==> config.mk <==
export PLATFORM = sky130hd
export DESIGN_NAME = frame_pool_28_flat
export DESIGN_NICKNAME = d
export VERILOG_FILES = /design/src/rtl/frame_pool_28_if.sv /design/src/rtl/frame_pool_28.sv /design/src/flat_wrapper.sv
export SDC_FILE = /design/constraint.sdc
export NUM_CORES = 1
export LEC_CHECK = 0
export CORE_MARGIN = 1
export CORE_UTILIZATION = 45
export CTS_CLUSTER_SIZE = 16
export DETAILED_ROUTE_END_ITERATION = 8
export PLACE_DENSITY = 0.73
export SLEW_MARGIN = 20
export SYNTH_ARGS = -nofsm -noshare
export SYNTH_HDL_FRONTEND = slang
export SYNTH_SLANG_ARGS = --single-unit
==> constraint.sdc <==
create_clock -name clk -period 3.8 [get_ports clk]
set_input_delay 0.76 -clock clk [delete_from_list [all_inputs] [get_ports clk]]
set_output_delay 0.76 -clock clk [all_outputs]
set_load 0.02 [all_outputs]
==> src/rtl/frame_pool_28_if.sv <==
// Bundle between the pooling engine, the framebuffer read port and the NN input buffer.
// master = pooling engine, slave = framebuffer/consumer side.
interface frame_pool_28_if;
  logic        start;
  logic [16:0] rd_addr;
  logic [11:0] rd_data;
  logic        out_pix;
  logic [9:0]  out_idx;
  logic        out_valid;
  logic        out_ready;
  logic        busy;
  logic        frame_done;

  modport master (
    input  start, rd_data, out_ready,
    output rd_addr, out_pix, out_idx, out_valid, busy, frame_done
  );

  modport slave (
    output start, rd_data, out_ready,
    input  rd_addr, out_pix, out_idx, out_valid, busy, frame_done
  );
endinterface

==> src/rtl/frame_pool_28.sv <==
// Pools a centred GRID*BLK square window of the binary framebuffer into a GRIDxGRID
// thresholded image, one BLKxBLK block at a time, streamed out in raster order.
module frame_pool_28 #(
  parameter int unsigned IMG_W  = 320,
  parameter int unsigned X0     = 48,
  parameter int unsigned Y0     = 8,
  parameter int unsigned BLK    = 8,
  parameter int unsigned GRID   = 28,
  parameter int unsigned THRESH = 16,
  parameter int unsigned RD_LAT = 1
) (
  input  logic             clk,
  input  logic             rst,
  frame_pool_28_if.master  bus
);

  localparam int unsigned ADDR_W   = 17;
  localparam int unsigned IDX_W    = 10;
  localparam int unsigned RC_W     = $clog2(BLK);
  localparam int unsigned BX_W     = $clog2(GRID);
  localparam int unsigned CNT_W    = $clog2(BLK * BLK + 1);
  localparam int unsigned DR_W     = $clog2(RD_LAT + 1);
  localparam int unsigned BASE0    = Y0 * IMG_W + X0;
  localparam int unsigned ROW_STEP = BLK * IMG_W - (GRID - 1) * BLK;
  localparam int unsigned LAST_IDX = GRID * GRID - 1;

  localparam logic [2:0] S_IDLE  = 3'd0;
  localparam logic [2:0] S_READ  = 3'd1;
  localparam logic [2:0] S_DRAIN = 3'd2;
  localparam logic [2:0] S_EMIT  = 3'd3;
  localparam logic [2:0] S_DONE  = 3'd4;

  logic [2:0]        state, state_nxt;
  logic [RC_W-1:0]   rc_r, rc_c;
  logic [BX_W-1:0]   bx;
  logic [IDX_W-1:0]  idx;
  logic [CNT_W-1:0]  cnt, cnt_nxt;
  logic [ADDR_W-1:0] blk_base, line_base, rd_addr, next_base;
  logic [DR_W-1:0]   drain_cnt;
  logic [RD_LAT-1:0] vld_pipe;
  logic              out_pix, out_valid, busy, frame_done;
  logic [IDX_W-1:0]  out_idx;
  logic              start_go, drain_end, accept, read_last, last_blk, ret_bit;
  logic              unused_rd_bits;

  assign ret_bit   = vld_pipe[RD_LAT-1] & bus.rd_data[0];
  assign cnt_nxt   = cnt + CNT_W'(ret_bit);
  assign last_blk  = (idx == IDX_W'(LAST_IDX));
  assign read_last = (rc_r == RC_W'(BLK - 1)) && (rc_c == RC_W'(BLK - 1));
  assign next_base = (bx == BX_W'(GRID - 1)) ? blk_base + ADDR_W'(ROW_STEP)
                                              : blk_base + ADDR_W'(BLK);
  assign unused_rd_bits = ^bus.rd_data[11:1];

  always_ff @(posedge clk or posedge rst) begin
    if (rst) state <= S_IDLE;
    else     state <= state_nxt;
  end

  always_comb begin
    state_nxt = state;
    start_go  = 1'b0;
    drain_end = 1'b0;
    accept    = 1'b0;
    case (state)
      S_IDLE:  if (bus.start) begin
                 start_go  = 1'b1;
                 state_nxt = S_READ;
               end
      S_READ:  if (read_last) state_nxt = S_DRAIN;
      S_DRAIN: if (drain_cnt == DR_W'(RD_LAT - 1)) begin
                 drain_end = 1'b1;
                 state_nxt = S_EMIT;
               end
      S_EMIT:  if (bus.out_ready) begin
                 accept    = 1'b1;
                 state_nxt = last_blk ? S_DONE : S_READ;
               end
      S_DONE:  state_nxt = S_IDLE;
      default: state_nxt = S_IDLE;
    endcase
  end

  // Address walk, return accumulation and result/handshake registers.
  always_ff @(posedge clk or posedge rst) begin
    if (rst) begin
      rc_r       <= '0;
      rc_c       <= '0;
      bx         <= '0;
      idx        <= '0;
      cnt        <= '0;
      blk_base   <= '0;
      line_base  <= '0;
      rd_addr    <= '0;
      drain_cnt  <= '0;
      vld_pipe   <= '0;
      out_pix    <= 1'b0;
      out_idx    <= '0;
      out_valid  <= 1'b0;
      busy       <= 1'b0;
      frame_done <= 1'b0;
    end else begin
      vld_pipe   <= RD_LAT'({vld_pipe, state == S_READ});
      cnt        <= cnt_nxt;
      frame_done <= 1'b0;

      if (start_go) begin
        busy      <= 1'b1;
        bx        <= '0;
        idx       <= '0;
        rc_r      <= '0;
        rc_c      <= '0;
        cnt       <= '0;
        drain_cnt <= '0;
        blk_base  <= ADDR_W'(BASE0);
        line_base <= ADDR_W'(BASE0);
        rd_addr   <= ADDR_W'(BASE0);
      end

      if (state == S_READ && !read_last) begin
        if (rc_c == RC_W'(BLK - 1)) begin
          rc_c      <= '0;
          rc_r      <= rc_r + RC_W'(1);
          line_base <= line_base + ADDR_W'(IMG_W);
          rd_addr   <= line_base + ADDR_W'(IMG_W);
        end else begin
          rc_c    <= rc_c + RC_W'(1);
          rd_addr <= rd_addr + ADDR_W'(1);
        end
      end

      if (state == S_DRAIN) drain_cnt <= drain_cnt + DR_W'(1);

      if (drain_end) begin
        drain_cnt <= '0;
        out_valid <= 1'b1;
        out_pix   <= (cnt_nxt >= CNT_W'(THRESH));
        out_idx   <= idx;
      end

      // rd_addr is left on the final address once the frame completes.
      if (accept) begin
        out_valid <= 1'b0;
        cnt       <= '0;
        rc_r      <= '0;
        rc_c      <= '0;
        if (last_blk) begin
          busy       <= 1'b0;
          frame_done <= 1'b1;
        end else begin
          idx       <= idx + IDX_W'(1);
          bx        <= (bx == BX_W'(GRID - 1)) ? '0 : bx + BX_W'(1);
          blk_base  <= next_base;
          line_base <= next_base;
          rd_addr   <= next_base;
        end
      end
    end
  end

  assign bus.rd_addr    = rd_addr;
  assign bus.out_pix    = out_pix;
  assign bus.out_idx    = out_idx;
  assign bus.out_valid  = out_valid;
  assign bus.busy       = busy;
  assign bus.frame_done = frame_done;

endmodule

==> src/flat_wrapper.sv <==
// flat-port wrapper written by rule: the top's interface ports become plain ports
module frame_pool_28_flat 
#(
  parameter int unsigned IMG_W  = 320,
  parameter int unsigned X0     = 48,
  parameter int unsigned Y0     = 8,
  parameter int unsigned BLK    = 8,
  parameter int unsigned GRID   = 28,
  parameter int unsigned THRESH = 16,
  parameter int unsigned RD_LAT = 1
)
  (clk, rst, bus_start, bus_rd_data, bus_out_ready, bus_rd_addr, bus_out_pix, bus_out_idx, bus_out_valid, bus_busy, bus_frame_done);
  frame_pool_28_if bus_i ();
  input  logic clk;
  input  logic rst;
  input wire logic [$bits(bus_i.start)-1:0] bus_start;
  input wire logic [$bits(bus_i.rd_data)-1:0] bus_rd_data;
  input wire logic [$bits(bus_i.out_ready)-1:0] bus_out_ready;
  output wire logic [$bits(bus_i.rd_addr)-1:0] bus_rd_addr;
  output wire logic [$bits(bus_i.out_pix)-1:0] bus_out_pix;
  output wire logic [$bits(bus_i.out_idx)-1:0] bus_out_idx;
  output wire logic [$bits(bus_i.out_valid)-1:0] bus_out_valid;
  output wire logic [$bits(bus_i.busy)-1:0] bus_busy;
  output wire logic [$bits(bus_i.frame_done)-1:0] bus_frame_done;
  assign bus_i.start = bus_start;
  assign bus_i.rd_data = bus_rd_data;
  assign bus_i.out_ready = bus_out_ready;
  assign bus_rd_addr = bus_i.rd_addr;
  assign bus_out_pix = bus_i.out_pix;
  assign bus_out_idx = bus_i.out_idx;
  assign bus_out_valid = bus_i.out_valid;
  assign bus_busy = bus_i.busy;
  assign bus_frame_done = bus_i.frame_done;
  frame_pool_28 #(.IMG_W(IMG_W), .X0(X0), .Y0(Y0), .BLK(BLK), .GRID(GRID), .THRESH(THRESH), .RD_LAT(RD_LAT)) u_core (.clk(clk), .rst(rst), .bus(bus_i));
endmodule
Word level (Yosys, flattened, before mapping)

Cells that the tools add are included.

Register bits after elaboration: 98
Bits of input ports: 16
Output and inout bits: 31

Add/sub/neg operators: 10
$lt $le $gt $ge: 1
Equality and inequality tests: 11
Multiplexer cells: 53
Bitwise gates (word level): 1
Reduce and logical (&&, ||, !) cells: 8

Operators with widths:

| operator               | count |
|---|---|
| $mux 17                | 14 |
| $mux 3                 | 13 |
| $mux 10                | 3 |
| $mux 5                 | 4 |
| $add 17x1->17 const B  | 1 |
| $add 17x12->17 const B | 1 |
| $add 17x4->17 const B  | 1 |
| $add 17x9->17 const B  | 1 |
| $mux 1                 | 16 |
| $mux 7                 | 2 |
| $pmux 3 s4             | 1 |
| $add 10x1->10 const B  | 1 |
| $eq 10x10->1 const B   | 1 |
| $add 7x1->7            | 1 |
| $ge 7x5->1 const B     | 1 |
| $add 3x1->3 const B    | 2 |
| $eq 3x2->1 const B     | 2 |
| $eq 3x3->1 const B     | 2 |
| $ne 2x2->1 const B     | 3 |
| $reduce_bool 3->1      | 2 |
| $add 5x1->5 const B    | 1 |
| $eq 5x5->1 const B     | 1 |
| $reduce_and 4->1       | 1 |
| $eq 3x1->1 const B     | 1 |
| other kinds (7)        | 8 |

Depth between registers and ports, before layout

Depth after elaboration: 7
Depth in mapped cells: 8

Worst setup path before layout

OpenSTA, ideal clock, no wires.

Path kind: register -> register
Start: register u_core.bx[0]
End: register u_core.line_base[13]
Arrival: 2.370 ns
Data required time: 3.674 ns
Slack: 1.304 ns
Stages on the path, launching flop included: 9
Buffers on the path: 0
Period minus slack after synthesis: 2.496 ns
Cells stage by stage: dfrtp_1 -> ha_1 -> and4b_1 -> ha_1 -> and3_1 -> a21oi_1 -> mux2_2 -> nor3_1 -> nor2_1

Word-level cells in the longest chain between the ends: 4

Ends and longest elaborated chain:

| element                  | line                 | source |
|---|---|---|
| start: declaration       | frame_pool_28.sv:35  | `logic [BX_W-1:0] bx;` |
| start signal: assignment | frame_pool_28.sv:151 | `bx <= (bx == BX_W'(GRID - 1)) ? '0 : bx + BX_W'(1);` |
| $eq 5x5->1               | frame_pool_28.sv:50  | `assign next_base = (bx == BX_W'(GRID - 1)) ? blk_base + ADDR_W'(ROW_STEP)` |
| $mux 17                  | frame_pool_28.sv:50  |  |
| $mux 17                  | frame_pool_28.sv:146 | `if (last_blk) begin` |
| $mux 17                  | frame_pool_28.sv:141 | `if (accept) begin` |
| end signal: assignment   | frame_pool_28.sv:115 | `line_base <= ADDR_W'(BASE0);` |
| end signal: assignment   | frame_pool_28.sv:123 | `line_base <= line_base + ADDR_W'(IMG_W);` |
| end signal: assignment   | frame_pool_28.sv:153 | `line_base <= next_base;` |
| end: declaration         | frame_pool_28.sv:38  | `logic [ADDR_W-1:0] blk_base, line_base, rd_addr, next_base;` |

Every way passes these cells.
A chain may end at the register's enable or synchronous reset.

Worst setup path after layout

Same ends and word-level chain as after synthesis.

==> results_dict.tcl <==
set metrics [dict create \
    maxCapViolations 0 \
    r2r_cells 8 \
    tns_ns 0 \
    die_w_um 110.1 \
    pwr-share-seq_pct 39.3 \
    finalCritPeriodShare_pct 78.07 \
    post_drt_wl_per_cell_um 17.35 \
    clkSlewWorstSetupHoldPaths_ns 0.07 \
    avgViaCountPerCell 6.187 \
    synth_area_leader_cell "dfrtp_1" \
    wirelength_um 12540 \
    syn_inst 553 \
    ys_seq_area_share_pct 46.19 \
    grt.total_usage_pct 22.14 \
    p_switching_uw 1699 \
    setup_ws_ns 0.8332 \
    crit_slowest_cell "a21oi_1" \
    path_cells "ha_1, and4b_1, ha_1, and3_1, a21oi_1, mux2_2, nor3_1, nor2_1" \
    whs_path_depth 1 \
    design.core.area_um2 11420 \
    rsz0062_at_grt "false" \
    rows 39 \
    skew_ns 0.008362 \
    power_leakage_uw 0.002622 \
    cts.sinks 97 \
    ctsHoldBuffers 0 \
    clk_path_buf_depth 2 \
    syn_avg_cell_area_um2 9.503 \
    crit_path_max_incr_delay_ns 0.42 \
    grt_max_degree 52 \
    final_nets 606 \
    h-tree-depth 3 \
    intPower_uw 2550 \
    drc 0 \
    synth-seq-cells 97 \
    antenna_found_initial 0 \
    r2r_slack_ns 0.83 \
    critPathMaxFanout 5 \
    cts_tree "done" \
    synthArstFlopShare_pct 100.0 \
    finalHoldViolCount 0 \
    antenna_left 0 \
    utilization_pct 52.75 \
    setup_viol 0 \
    synth.area.top_cells "dfrtp_1 46%, nand2_1 3.9%, nand3_1 3.4%, nor2_1 3.4%, a21oi_1 3.3%" \
    dp.cells 708 \
    ys_warn_count 0 \
    status "complete, no violations" \
    endpoint "u_core.line_base[13]" \
    relSlewSlack_pct 37.23 \
    power_uw 4250 \
    vdd.ir_drop.worst_mv 0.3929 \
    die_h_um 110.1 \
    gp_congestion 0.8463 \
    startpoint "u_core.bx[0]" \
    hold_class "reg2reg" \
    netlist_area_um2 5255 \
    cp_common_cell "ha_1" \
    switching_share_pct 39.99 \
    die_area_um2 12110 \
    synth_most_common_cell "dfrtp_1" \
    yosys.cell_types.count 73 \
    drtIter0Drc 325 \
    synth_enable_flop_cells 0 \
    grt_pass1_wl_um 20590 \
    power_density_nw_per_um2 705.6 \
    instances_no_fill 723 \
    combPwrFrac_pct 38.8 \
    grt_pass1_vias 4128 \
    drive_gt1_share_pct 8.103 \
    clk_latency_ns 0.35 \
    syn-num-nets 583 \
    synthFlopType "dfrtp_1" \
    fillCellCount 1031 \
    slew_violations 0 \
    hpwl_um 8500 \
    ios 47 \
    cts_buffers 9 \
    synth_top_area_share_pct 46.19 \
    clkPwrFrac_pct 21.9 \
    synthTopCellsByCount "97 x dfrtp_1, 54 x nand2_1, 48 x nor2_1" \
    clock_tree.root_cell "clkbuf_16" \
    cp-start-kind "flip-flop" \
    post_cts_resized 0 \
    crit_arrival_ns 3.18 \
    path_class "reg2reg" \
    cts_post_setup_buffers_inserted 0 \
    finalCriticalPeriod_ns 2.967 \
    synthToLayoutAreaGrowth_pct 14.62 \
    cp.required_ns 4.01 \
    rr_endpoint "u_core.line_base[13]" \
    antenna_cells 0 \
    grt_overflow 0 \
    initial_utilization_pct 46.02 \
    io_buffers 35 \
    fmaxAchievable_ghz 0.3371 \
    rr_startpoint "u_core.bx[0]" \
    vias 4473 \
    timing_worst_slew_pin_value_ns 0.9374 \
    post-place-ws_ns 0.9017 \
    drt_pass1_iterations 5 \
    end_kind "flip-flop" \
]
## metal layers
| metal | part of all wire [%] | wire, µm | track usage, % |
|---|---|---|---|
| met5 | 0 | 0 | 0 |
| met4 | 2.5 | 317 | 10.48 |
| met3 | 4.3 | 544 | 3.292 |
| met2 | 48 | 6055 | 35.18 |
| met1 | 45 | 5625 | 29.71 |
## registers in the layout (all words and copies together), names as in the netlist
register / count
u_core.bus.out_pix: 1
u_core.bus.frame_done: 1
u_core.rc_c: 3
u_core.cnt: 7
u_core.state: 3
u_core.bus.out_valid: 1
u_core.bx: 5
u_core.bus.rd_addr: 17
u_core.vld_pipe: 1
u_core.bus.out_idx: 10
u_core.idx: 10
u_core.bus.busy: 1
u_core.blk_base: 17
u_core.line_base: 17
u_core.rc_r: 3
## how the worst min path moves through the flow
stage | startpoint | end
2_1_floorplan | u_core.line_base[3] | u_core.line_base[3]
3_3_place_gp | u_core.line_base[3] | u_core.line_base[3]
3_5_place_dp | u_core.blk_base[8] | u_core.blk_base[8]
4_1_cts | u_core.blk_base[8] | u_core.blk_base[8]
5_1_grt | u_core.blk_base[8] | u_core.blk_base[8]
6_report | u_core.blk_base[8] | u_core.blk_base[8]
## logic make-up after synthesis
family	count (synthesis)	share of synthesized area, %
AND/OR/NAND/NOR	211	20.40
multiplexers	13	2.738
buffers and inverters	39	3.524
flip-flops	97	46.19
AO/OA/AOI/OAI	153	19.48
XOR/XNOR	26	4.333
adder cells (fa/ha/maj)	14	3.333
## area by class of cell
cell class | count | area, µm² | share of cell area [%]
sequential | 97 | 2427 | 40.30
timing repair buffer | 44 | 430.4 | 7.146
multi-input combinational | 417 | 2654 | 44.06
tap | 143 | 178.9 | 2.971
clock inverter | 4 | 51.30 | 0.8517
inverter | 7 | 28.78 | 0.4778
clock buffer | 11 | 252.7 | 4.196
## critical path, delay by kind of cell, from the launching register on
family | cells | cell delay (ns)
AOI/OAI and AO/OA | 1 | 0.42
and+or+nand+nor | 4 | 1.03
DFF | 1 | 0.41
muxes | 1 | 0.40
adders and majority gates | 2 | 0.57
## stage by stage
stage | hold slack [ns] | cell area, µm²
after global placement | 0.4653 | 5719
after global routing | 0.5070 | 6023
after CTS | 0.4921 | 6023
after floorplan | 0.4457 | 5255
after detailed placement | 0.4751 | 5719
final | 0.4896 | 6023
## cell usage in the layout (no fill, tap or decap), types with 3 or more instances in the layout
| cell type | n |
|---|---|
| a21oi_1 | 35 |
| ha_1 | 14 |
| clkbuf_16 | 9 |
| nand2_1 | 54 |
| or3_1 | 5 |
| nor2_1 | 48 |
| a22oi_1 | 5 |
| o211ai_1 | 4 |
| nor3_1 | 12 |
| o21ai_0 | 33 |
| a31oi_1 | 10 |
| nor2b_1 | 5 |
| inv_1 | 6 |
| nor4_1 | 4 |
| xnor2_1 | 13 |
| a21o_1 | 13 |
| a211oi_1 | 3 |
| mux2_2 | 11 |
| xor2_1 | 13 |
| nand2b_1 | 3 |
| and3_1 | 8 |
| nand3_1 | 36 |
| and2_1 | 4 |
| nand4_1 | 14 |
| a221oi_1 | 4 |
| clkdlybuf4s50_1 | 35 |
| dfrtp_1 | 97 |
| o31ai_1 | 8 |
| o21a_1 | 3 |
| buf_4 | 8 |
## power by group through the flow
stage / Combinational, µW / Clock [µW] / Sequential (µW)
CTS: 1650 / 939 / 1660
detailed placement: 1630 / 0 / 1670
finish: 1650 / 929 / 1670
global placement: 1590 / 0 / 1650
floorplan: 1090 / 0 / 1670
global route: 1810 / 986 / 1710
Power figures use the tool's default switching activity.
